## src/rtl/turbo_stim_gen.sv

```systemverilog
// Frame stimulus generator for TurboInterleaver bring-up.
// Settles, then streams K-symbol frames on the dataIn/look_now/dataInNext handshake.
//
// Ports:
//   clock, notreset      : clock and synchronous active-low reset
//   flag_long_cfg        : frame length select (0=K_SHORT, 1=K_LONG)
//   mode_cfg             : 0 MARKER, 1 RAMP, 2 LFSR, 3 ALL_ONES
//   marker_last          : MARKER at index K-1 (1) or index 0 (0)
//   marker_val           : MARKER symbol value
//   frames_cfg           : frames to send, 0 = continuous
//   data_in_next         : sink accepts the presented symbol
//   byte_stream_in       : presented symbol
//   look_now_in          : framing strobe, low on the last symbol
//   flag_long_in         : latched length flag of the current frame
//   busy                 : high while settling, streaming or in a gap
//   frame_done           : one-cycle pulse after the last symbol is accepted
//   frame_count          : frames completed since reset, wraps at 255
module turbo_stim_gen #(
  parameter int DATA_W        = 8,
  parameter int ADDR_W        = 10,
  parameter int K_SHORT       = 132,
  parameter int K_LONG        = 768,
  parameter int SETTLE_CYCLES = 499,
  parameter int GAP_CYCLES    = 16
) (
  input  logic              clock,
  input  logic              notreset,
  input  logic              flag_long_cfg,
  input  logic [1:0]        mode_cfg,
  input  logic              marker_last,
  input  logic [DATA_W-1:0] marker_val,
  input  logic [3:0]        frames_cfg,
  input  logic              data_in_next,
  output logic [DATA_W-1:0] byte_stream_in,
  output logic              look_now_in,
  output logic              flag_long_in,
  output logic              busy,
  output logic              frame_done,
  output logic [7:0]        frame_count
);

  typedef enum logic [1:0] {
    S_SETTLE,
    S_STREAM,
    S_GAP,
    S_DONE
  } state_t;

  localparam int CNT_MAX =
    (SETTLE_CYCLES > GAP_CYCLES) ?
    SETTLE_CYCLES : GAP_CYCLES;
  localparam int CNT_W = $clog2(CNT_MAX + 1);

  localparam logic [CNT_W-1:0] SETTLE_END =
    CNT_W'(SETTLE_CYCLES - 1);
  localparam logic [CNT_W-1:0] GAP_END =
    CNT_W'(GAP_CYCLES - 1);
  localparam logic [ADDR_W-1:0] LAST_S =
    ADDR_W'(K_SHORT - 1);
  localparam logic [ADDR_W-1:0] LAST_L =
    ADDR_W'(K_LONG - 1);
  localparam logic [15:0] SEED = 16'hACE1;

  function automatic logic [15:0] lfsr_step(
    input logic [15:0] s
  );
    logic fb;
    fb = s[0] ^ s[2] ^ s[3] ^ s[5];
    return {fb, s[15:1]};
  endfunction

  function automatic logic [DATA_W-1:0] pattern(
    input logic [1:0]        mode,
    input logic              mlast,
    input logic [DATA_W-1:0] mval,
    input logic [ADDR_W-1:0] idx,
    input logic [ADDR_W-1:0] last,
    input logic [15:0]       s
  );
    logic [DATA_W-1:0] p;
    logic [ADDR_W-1:0] mpos;
    mpos = mlast ? last : '0;
    p = '0;
    unique case (mode)
      2'd0: p = (idx == mpos) ? mval : '0;
      2'd1: p = DATA_W'(idx);
      2'd2: p = s[DATA_W-1:0];
      2'd3: p = '1;
    endcase
    return p;
  endfunction

  state_t            state_q, state_d;
  logic [CNT_W-1:0]  cnt_q, cnt_d;
  logic [ADDR_W-1:0] idx_q, idx_d;
  logic [15:0]       lfsr_q, lfsr_d;
  logic              long_q, long_d;
  logic [1:0]        mode_q, mode_d;
  logic              mlast_q, mlast_d;
  logic [DATA_W-1:0] mval_q, mval_d;
  logic [DATA_W-1:0] byte_q, byte_d;
  logic              look_q, look_d;
  logic              flong_q, flong_d;
  logic              busy_q, busy_d;
  logic              done_q, done_d;
  logic [7:0]        count_q, count_d;

  logic [ADDR_W-1:0] last_q;
  logic [ADDR_W-1:0] last_cfg;
  logic [ADDR_W-1:0] idx_nx;
  logic [15:0]       lfsr_nx;
  logic              accept;
  logic              at_last;
  logic              start;
  logic              counting;
  logic              more;

  assign last_q   = long_q ? LAST_L : LAST_S;
  assign last_cfg = flag_long_cfg ? LAST_L : LAST_S;
  assign idx_nx   = idx_q + 1'b1;
  assign lfsr_nx  = lfsr_step(lfsr_q);
  assign accept   = (state_q == S_STREAM)
                  && data_in_next;
  assign at_last  = (idx_q == last_q);
  assign start    = ((state_q == S_SETTLE)
                  && (cnt_q == SETTLE_END))
                  || ((state_q == S_GAP)
                  && (cnt_q == GAP_END));
  assign counting = ((state_q == S_SETTLE)
                  || (state_q == S_GAP))
                  && !start;
  // Frame limit compares against the count
  // this acceptance is about to produce.
  assign more     = (frames_cfg == 4'd0)
                  || ((count_q + 8'd1)
                  < {4'd0, frames_cfg});

  always_ff @(posedge clock) begin
    if (!notreset) begin
      state_q <= S_SETTLE;
      cnt_q   <= '0;
      idx_q   <= '0;
      lfsr_q  <= '0;
      long_q  <= 1'b0;
      mode_q  <= '0;
      mlast_q <= 1'b0;
      mval_q  <= '0;
      byte_q  <= '0;
      look_q  <= 1'b0;
      flong_q <= 1'b0;
      busy_q  <= 1'b0;
      done_q  <= 1'b0;
      count_q <= '0;
    end else begin
      state_q <= state_d;
      cnt_q   <= cnt_d;
      idx_q   <= idx_d;
      lfsr_q  <= lfsr_d;
      long_q  <= long_d;
      mode_q  <= mode_d;
      mlast_q <= mlast_d;
      mval_q  <= mval_d;
      byte_q  <= byte_d;
      look_q  <= look_d;
      flong_q <= flong_d;
      busy_q  <= busy_d;
      done_q  <= done_d;
      count_q <= count_d;
    end
  end

  always_comb begin
    state_d = state_q;
    cnt_d   = cnt_q;
    unique case (1'b1)
      start: begin
        state_d = S_STREAM;
        cnt_d   = '0;
      end
      counting: cnt_d = cnt_q + 1'b1;
      accept && at_last: begin
        state_d = more ? S_GAP : S_DONE;
        cnt_d   = '0;
      end
      default: ;
    endcase
  end

  // Symbol registers load on the same edge as
  // idx, so the presented symbol always matches.
  always_comb begin
    idx_d   = idx_q;
    lfsr_d  = lfsr_q;
    long_d  = long_q;
    mode_d  = mode_q;
    mlast_d = mlast_q;
    mval_d  = mval_q;
    byte_d  = byte_q;
    look_d  = look_q;
    flong_d = flong_q;
    done_d  = 1'b0;
    count_d = count_q;
    unique case (1'b1)
      start: begin
        long_d  = flag_long_cfg;
        mode_d  = mode_cfg;
        mlast_d = marker_last;
        mval_d  = marker_val;
        idx_d   = '0;
        lfsr_d  = SEED;
        byte_d  = pattern(mode_cfg,
                    marker_last, marker_val,
                    '0, last_cfg, SEED);
        look_d  = (last_cfg != '0);
        flong_d = flag_long_cfg;
      end
      accept && at_last: begin
        byte_d  = '0;
        look_d  = 1'b0;
        flong_d = 1'b0;
        done_d  = 1'b1;
        count_d = count_q + 8'd1;
      end
      accept && !at_last: begin
        idx_d   = idx_nx;
        lfsr_d  = lfsr_nx;
        byte_d  = pattern(mode_q, mlast_q,
                    mval_q, idx_nx, last_q,
                    lfsr_nx);
        look_d  = (idx_nx != last_q);
      end
      default: ;
    endcase
    busy_d = (state_d != S_DONE);
  end

  assign byte_stream_in = byte_q;
  assign look_now_in    = look_q;
  assign flag_long_in   = flong_q;
  assign busy           = busy_q;
  assign frame_done     = done_q;
  assign frame_count    = count_q;

endmodule
```

## config.mk

```make
export PLATFORM = sky130hd
export DESIGN_NAME = turbo_stim_gen
export DESIGN_NICKNAME = d
export VERILOG_FILES = /design/src/rtl/turbo_stim_gen.sv
export SDC_FILE = /design/constraint.sdc
export NUM_CORES = 1
export LEC_CHECK = 0
export BUFFER_PORTS_ARGS = -buffer_cell sky130_fd_sc_hd__buf_2
export CORE_MARGIN = 1
export CORE_UTILIZATION = 27
export DETAILED_ROUTE_END_ITERATION = 7
export PLACE_DENSITY = 0.51
export SYNTH_ARGS = -nofsm -noshare
export SYNTH_HDL_FRONTEND = slang
export SYNTH_SLANG_ARGS = --single-unit
```

## constraint.sdc

```tcl
create_clock -name clock -period 2.05 [get_ports clock]
set_input_delay 0.205 -clock clock [delete_from_list [all_inputs] [get_ports clock]]
set_output_delay 0.205 -clock clock [all_outputs]
set_load 0.02 [all_outputs]
```

# After elaboration in Yosys (flattened, before gate mapping)
# Cells that the tools add are included.
[word_totals] output_inout_bits=20 regBits=69
[op_classes] mux=17 n_bitwise=3 n_eq_ne=14 add_sub_neg=3 order_cmp=1 n_reduce_logical=22
[op_table] op="8-bit case mux with 4 select lines" n=2
[op_table] op="10-bit two-way mux" n=4
[op_table] op="16-bit case mux with 2 select lines" n=1
[op_table] op="8-bit case mux with 3 select lines" n=1
[op_table] op="10-bit == test" n=2
[op_table] op="10-bit case mux with 2 select lines" n=1
[op_table] op="9-bit case mux with 2 select lines" n=1
[op_table] op="8-bit two-way mux" n=2
[op_table] op="10-bit by 1-bit adder with 10-bit output, second input constant" n=1
[op_table] op="2-bit == test, second input constant" n=5
[op_table] op="10-bit logical NOT" n=1
[op_table] op="10-bit inequality test" n=1
[op_table] op="10-bit nonzero test" n=1
[op_table] op="9-bit by 1-bit adder with 9-bit output, second input constant" n=1
[op_table] op="9-bit by 4-bit == test with 1-bit output, second input constant" n=1
[op_table] op="9-bit == test, second input constant" n=1
[op_table] op="8-bit by 1-bit adder with 8-bit output, second input constant" n=1
[op_table] op="8-bit by 4-bit < comparator with 1-bit output" n=1
[op_table] op="2-bit by 1-bit == test with 1-bit output, second input constant" n=3
[op_table] op="1-bit logical AND" n=6
[op_table] op="2-bit logical NOT" n=3
[op_table] op="2-bit nonzero test" n=3
[op_table] op="4-bit logical NOT" n=1
[op_table] op="2-bit case mux with 2 select lines" n=1
[op_table] op="9 further kinds" n=15

# Depth between registers and ports, before layout
[logic_depth] ltp_word=6 depth_mapped=9

# Least setup slack after synthesis
# OpenSTA, ideal clock, no wires.
[synth_timing] path_type="register -> register" from="register count_q[0], in the netlist frame_count[0]" to="register state_q[0]" path_stages_with_launch=9 path_slack_ns=-0.122 synth_period_minus_slack_ns=2.172 n_path_buf=0 t_arrival_ns=2.057 cell_sequence="dfxtp_1 ha_1 ha_1 a21boi_0 o21ai_0 nand2b_1 a2111oi_0 o311ai_1 and2_1"
[synth_between] elab_chain_cells=5
[synth_rtl] item="start: declaration" line="106" source="logic [7:0] count_q, count_d;"
[synth_rtl] item="start signal: assignment" line="168" source="count_q <= count_d;"
[synth_rtl] item="8-bit by 1-bit adder with 8-bit output" line="135" source="|| ((count_q + 8'd1)"
[synth_rtl] item="8-bit by 4-bit < comparator with 1-bit output" line="136" source="< {4'd0, frames_cfg});"
[synth_rtl] item="1-bit logical OR" line="135"
[synth_rtl] item="1-bit two-way mux" line="182" source="state_d = more ? S_GAP : S_DONE;"
[synth_rtl] item="2-bit case mux with 2 select lines" line="175" source="unique case (1'b1)"
[synth_rtl] item="end signal: assignment" line="155" source="state_q <= state_d;"
[synth_rtl] item="end: declaration" line="93" source="state_t state_q, state_d;"
# No other way between the ends.
# A chain may end at the register's enable or synchronous reset.

# Worst setup path in the final report
[layout_timing] from="register cnt_q[0]" to="register byte_q[1], in the netlist byte_stream_in[1]"
[layout_between] elab_chain_cells=4 word_cells_on_any_way=7
[layout_rtl] item="start: declaration" line="94" source="logic [CNT_W-1:0] cnt_q, cnt_d;"
[layout_rtl] item="start signal: assignment" line="156" source="cnt_q <= cnt_d;"
[layout_rtl] item="9-bit == test / 9-bit by 4-bit == test with 1-bit output (equally long branches)" line="126, 128"
[layout_rtl] item="1-bit logical AND, on equally long branches" line="126, 128"
[layout_rtl] item="1-bit logical OR *" line="127" source="|| ((state_q == S_GAP)"
[layout_rtl] item="8-bit case mux with 3 select lines / 3-bit nonzero test (equally long branches)"
[layout_rtl] item="end signal: assignment" line="163" source="byte_q <= byte_d;"
[layout_rtl] item="end: declaration" line="101" source="logic [DATA_W-1:0] byte_q, byte_d;"
# Mark *: on every way between the ends. The rest lies on a longest branch, timed or not.

==> summary.md <==
| Metric | Value |
|---|---|
| Outcome | `finished, violations left` |
| Failing checks | `negative setup slack` |
| Routed Antenna Nets | `0` |
| Final setup violation count | `8` |
| Clock-pin slew on the worst setup and hold paths | `0.06 ns` |
| IO Port Bufs | `38` |
| Nets | `603` |
| Core Area | `13450 sq um` |
| Number of global-route vias before repair | `3673` |
| CTS HTree Levels | `3` |
| Area Growth Syn to Fin | `39.63%` |
| Worst slew pin tran | `around 0.64 ns` |
| Antenna Cells | `0` |
| Post-synth ARST share | `0` |
| Post-synthesis xor/xnor area fraction | `0.05094` |
| Static leakage | `2.036 nW` |
| CP Class | `register to register` |
| Gpl congestion | `0.8340` |
| Unrepaired setup endpoints after global routing | `true` |
| Hold_buf cts | `0` |
| Dpl cells | `722` |
| Rows | `between 40 and 50` |
| Synth Area in Simple Gates | `0.2636` |
| Die area | `14490 sq um` |
| Hold Worst Slack | `approximately 0.13 ns` |
| Hold_sp | `marker_val[6]` |
| Cell variety after synth | `63` |
| Num CTS Buffers | `9` |
| Top FF cell, synth | `dfxtp_1` |
| Final Critical Period | `2.072 ns` |
| CP Capture Type | `register` |
| Post-Syn Nets | `506` |
| Die width | `around 120 microns` |
| Final Max Tran Viols | `0` |
| Via density | `5.259` |
| PD cells | `approximately 540 nW/um^2` |
| Worst-Skew Late Latency | `0.33 ns` |
| Area of the multi-input gates | `approximately 2500 sq um` |
| CTS tree | `done` |
| Combinational family with the most area after synthesis | `simple AND/OR/NAND/NOR gates` |
| Initial core utilization | `0.2812` |
| Post-Route Setup TNS | `-0.06691 ns` |
| Initial DRC count | `190` |
| Critical Path RT | `~2.3 ns` |
| Die H | `120.4 microns` |
| Via count | `3981` |
| Largest net degree at the start of global routing | `38` |
| Fillers | `1390` |
| Fmax achieved | `482.6 MHz` |
| Crit path DAT | `2.27 ns` |
| Initial antenna violation count | `0` |
| Final Cycle Share | `1.011` |
| Mapped Area | `3782 sq um` |
| Clk buf depth | `2` |
| DP HPWL | `7.905 mm` |
| Avg Inst Size Synth | `7.896 sq um` |
| Post-route insts no fill | `about 760` |
| Top Ports | `39` |
| Total power | `approximately 0.0029 W` |
| Global-route wire length before repair | `18.68 mm` |
| RR Startpoint | `cnt_q[0]` |
| Seq/Total Area, Yosys | `0.3652` |
| Crit path max fanout | `7` |
| Gate Count Post-Synth | `479` |
| VDD IR max | `roughly 0.00037 V` |
| Sequential Area | `approximately 1400 sq um` |
| Pre-CTS setup slack | `-0.2376 ns` |
| Tot GR Track Use | `0.1614` |
| Clock root buffer | `clkbuf_16` |
| Tightest Hold Check Type | `input port to register` |
| Synth Warn # | `0` |
| Slew HR | `0.5693` |
| Adder-cell share of the synthesized area | `0.02646` |
| Mux cell area share after synthesis | `0.007939` |
| Post-synth EDFFs | `0` |
| Post-synthesis compound-gate area fraction | `0.2326` |
| DRT Pass-1 Iters | `6` |
| Routed length per instance | `approximately 16 microns` |
| Max Cap Viol | `0` |
| Post-Route WL | `around 12 mm` |
| Setup WS post-layout | `-0.02200 ns` |
| Critical path startpoint category | `register` |
| GRT Residual Overflow | `0` |
| CP startpoint | `cnt_q[0]` |
| Clk sinks | `69` |
| Final Hold Fails | `0` |
| Layout cell share with drive strength beyond 1 | `0.3563` |
| Layout Skew | `between 0.005 and 0.006 ns` |
| Remaining DRCs | `0` |
| Yosys reg bits | `69` |
[state kept, by name, summed over array words and instances (netlist names), 2 cells and up]
name / cells
lfsr_q: 16
idx_q: 10
mode_q: 2
frame_count: 8
byte_stream_in: 8
mval_q: 8
cnt_q: 9
state_q: 2
[cell usage after synthesis, types with 3 or more instances]
cell	instances	area (sq um)
nand4_1	6	37.54
a21oi_1	59	295.3
xnor2_1	11	96.34
and2_1	3	18.77
nor2_1	41	153.9
inv_1	9	33.78
xor2_1	11	96.34
or3_1	4	25.02
nand2_1	65	244.0
buf_4	3	22.52
nor3_1	17	85.08
and3_1	6	37.54
buf_6	4	45.04
o21ai_1	7	35.03
o32a_1	5	50.05
a211o_1	3	26.28
a211oi_1	5	37.54
a31oi_1	4	25.02
ha_1	8	100.1
mux2i_1	3	30.03
dfxtp_1	69	1381
nand3_1	33	165.2
nor4_1	7	43.79
o31ai_1	3	22.52
o211a_1	4	40.04
nor2b_1	4	25.02
a221oi_1	3	26.28
clkbuf_1	15	56.30
o21ai_0	19	95.09
buf_2	8	40.04
[power by group]
part / switching (W) / leakage [nW] / total, W / internal (W)
Clock: 0.000603 / 0.127 / 0.00141 / 0.000809
Combinational: 0.0000697 / 1.35 / 0.000111 / 0.0000409
Sequential: 0.00000541 / 0.560 / 0.00135 / 0.00135
Total: 0.000678 / 2.04 / 0.00288 / 0.00220
[worst max-delay path, cell delays in order (launching register included)]
cell and delay, ns:
dfxtp_2 0.32, inv_2 0.06, ha_4 0.10, or4bb_4 0.46, nor4_4 0.26, buf_4 0.19
a21oi_4 0.07, a221o_1 0.28, o211ai_1 0.09, o211ai_1 0.12
[path summary, 6_finish.rpt]
check | endpoint | slack [ns] | depth (start not counted)
max | byte_stream_in[1] | -0.02 | 9
min | mval_q[6] | 0.13 | 3
max reg2reg | byte_stream_in[1] | -0.02 | 9
min reg2reg | lfsr_q[9] | 0.45 | 2
[per-layer routing]
layer	wire, microns	vias up	global-route usage
met5	0	-	0
met4	146	0	0.03858
met3	537	12	0.03113
met2	5697	121	0.2604
met1	5529	1911	0.2209
li1	-	1937	-
[placed cells by master, fill, tap and decap left out, types with 9 or more instances in the layout]
master,count
nand2_1,54
o21ai_1,16
buf_6,10
a21oi_2,14
o21ai_0,9
buf_2,38
nor3_1,15
nand3_1,29
xor2_1,11
buf_4,63
clkbuf_16,9
xnor2_1,11
nor2_1,41
dfxtp_1,61
a21oi_1,46
[stage by stage]
stage / util / area, sq um
global placement: 0.3366 / 4528
floorplan: - / 3797
detailed placement: 0.3366 / 4528
CTS: 0.3705 / 4985
global route: 0.3926 / 5281
finish: 0.3926 / 5281
[timing repair]
action | in CTS | in global routing
pin swaps | 24 | 32
endpoints found under the setup margin | 44 | 62
resized for setup | 30 | 62
setup buffers | 11 | 5
hold endpoints to repair | 0 | 0
cloned | 1 | 2
[layout make-up]
cell class / instances / share of cell area
Clock inverter: 7 / 0.008055
Multi-Input combinational cell: 372 / 0.4767
Inverter: 9 / 0.006397
Clock buffer: 9 / 0.04264
Tap cell: 176 / 0.04170
Sequential cell: 69 / 0.2634
Timing Repair Buffer: 115 / 0.1611
[cell families after synthesis]
| kind of cell | Yosys count |
|---|---|
| buf+inv | 40 |
| xor+xnor | 22 |
| mux | 3 |
| flops | 69 |
| fa+ha+maj | 8 |
| compound gates | 136 |
| simple gates | 201 |
No activity file was read; power rests on OpenSTA's default activity.
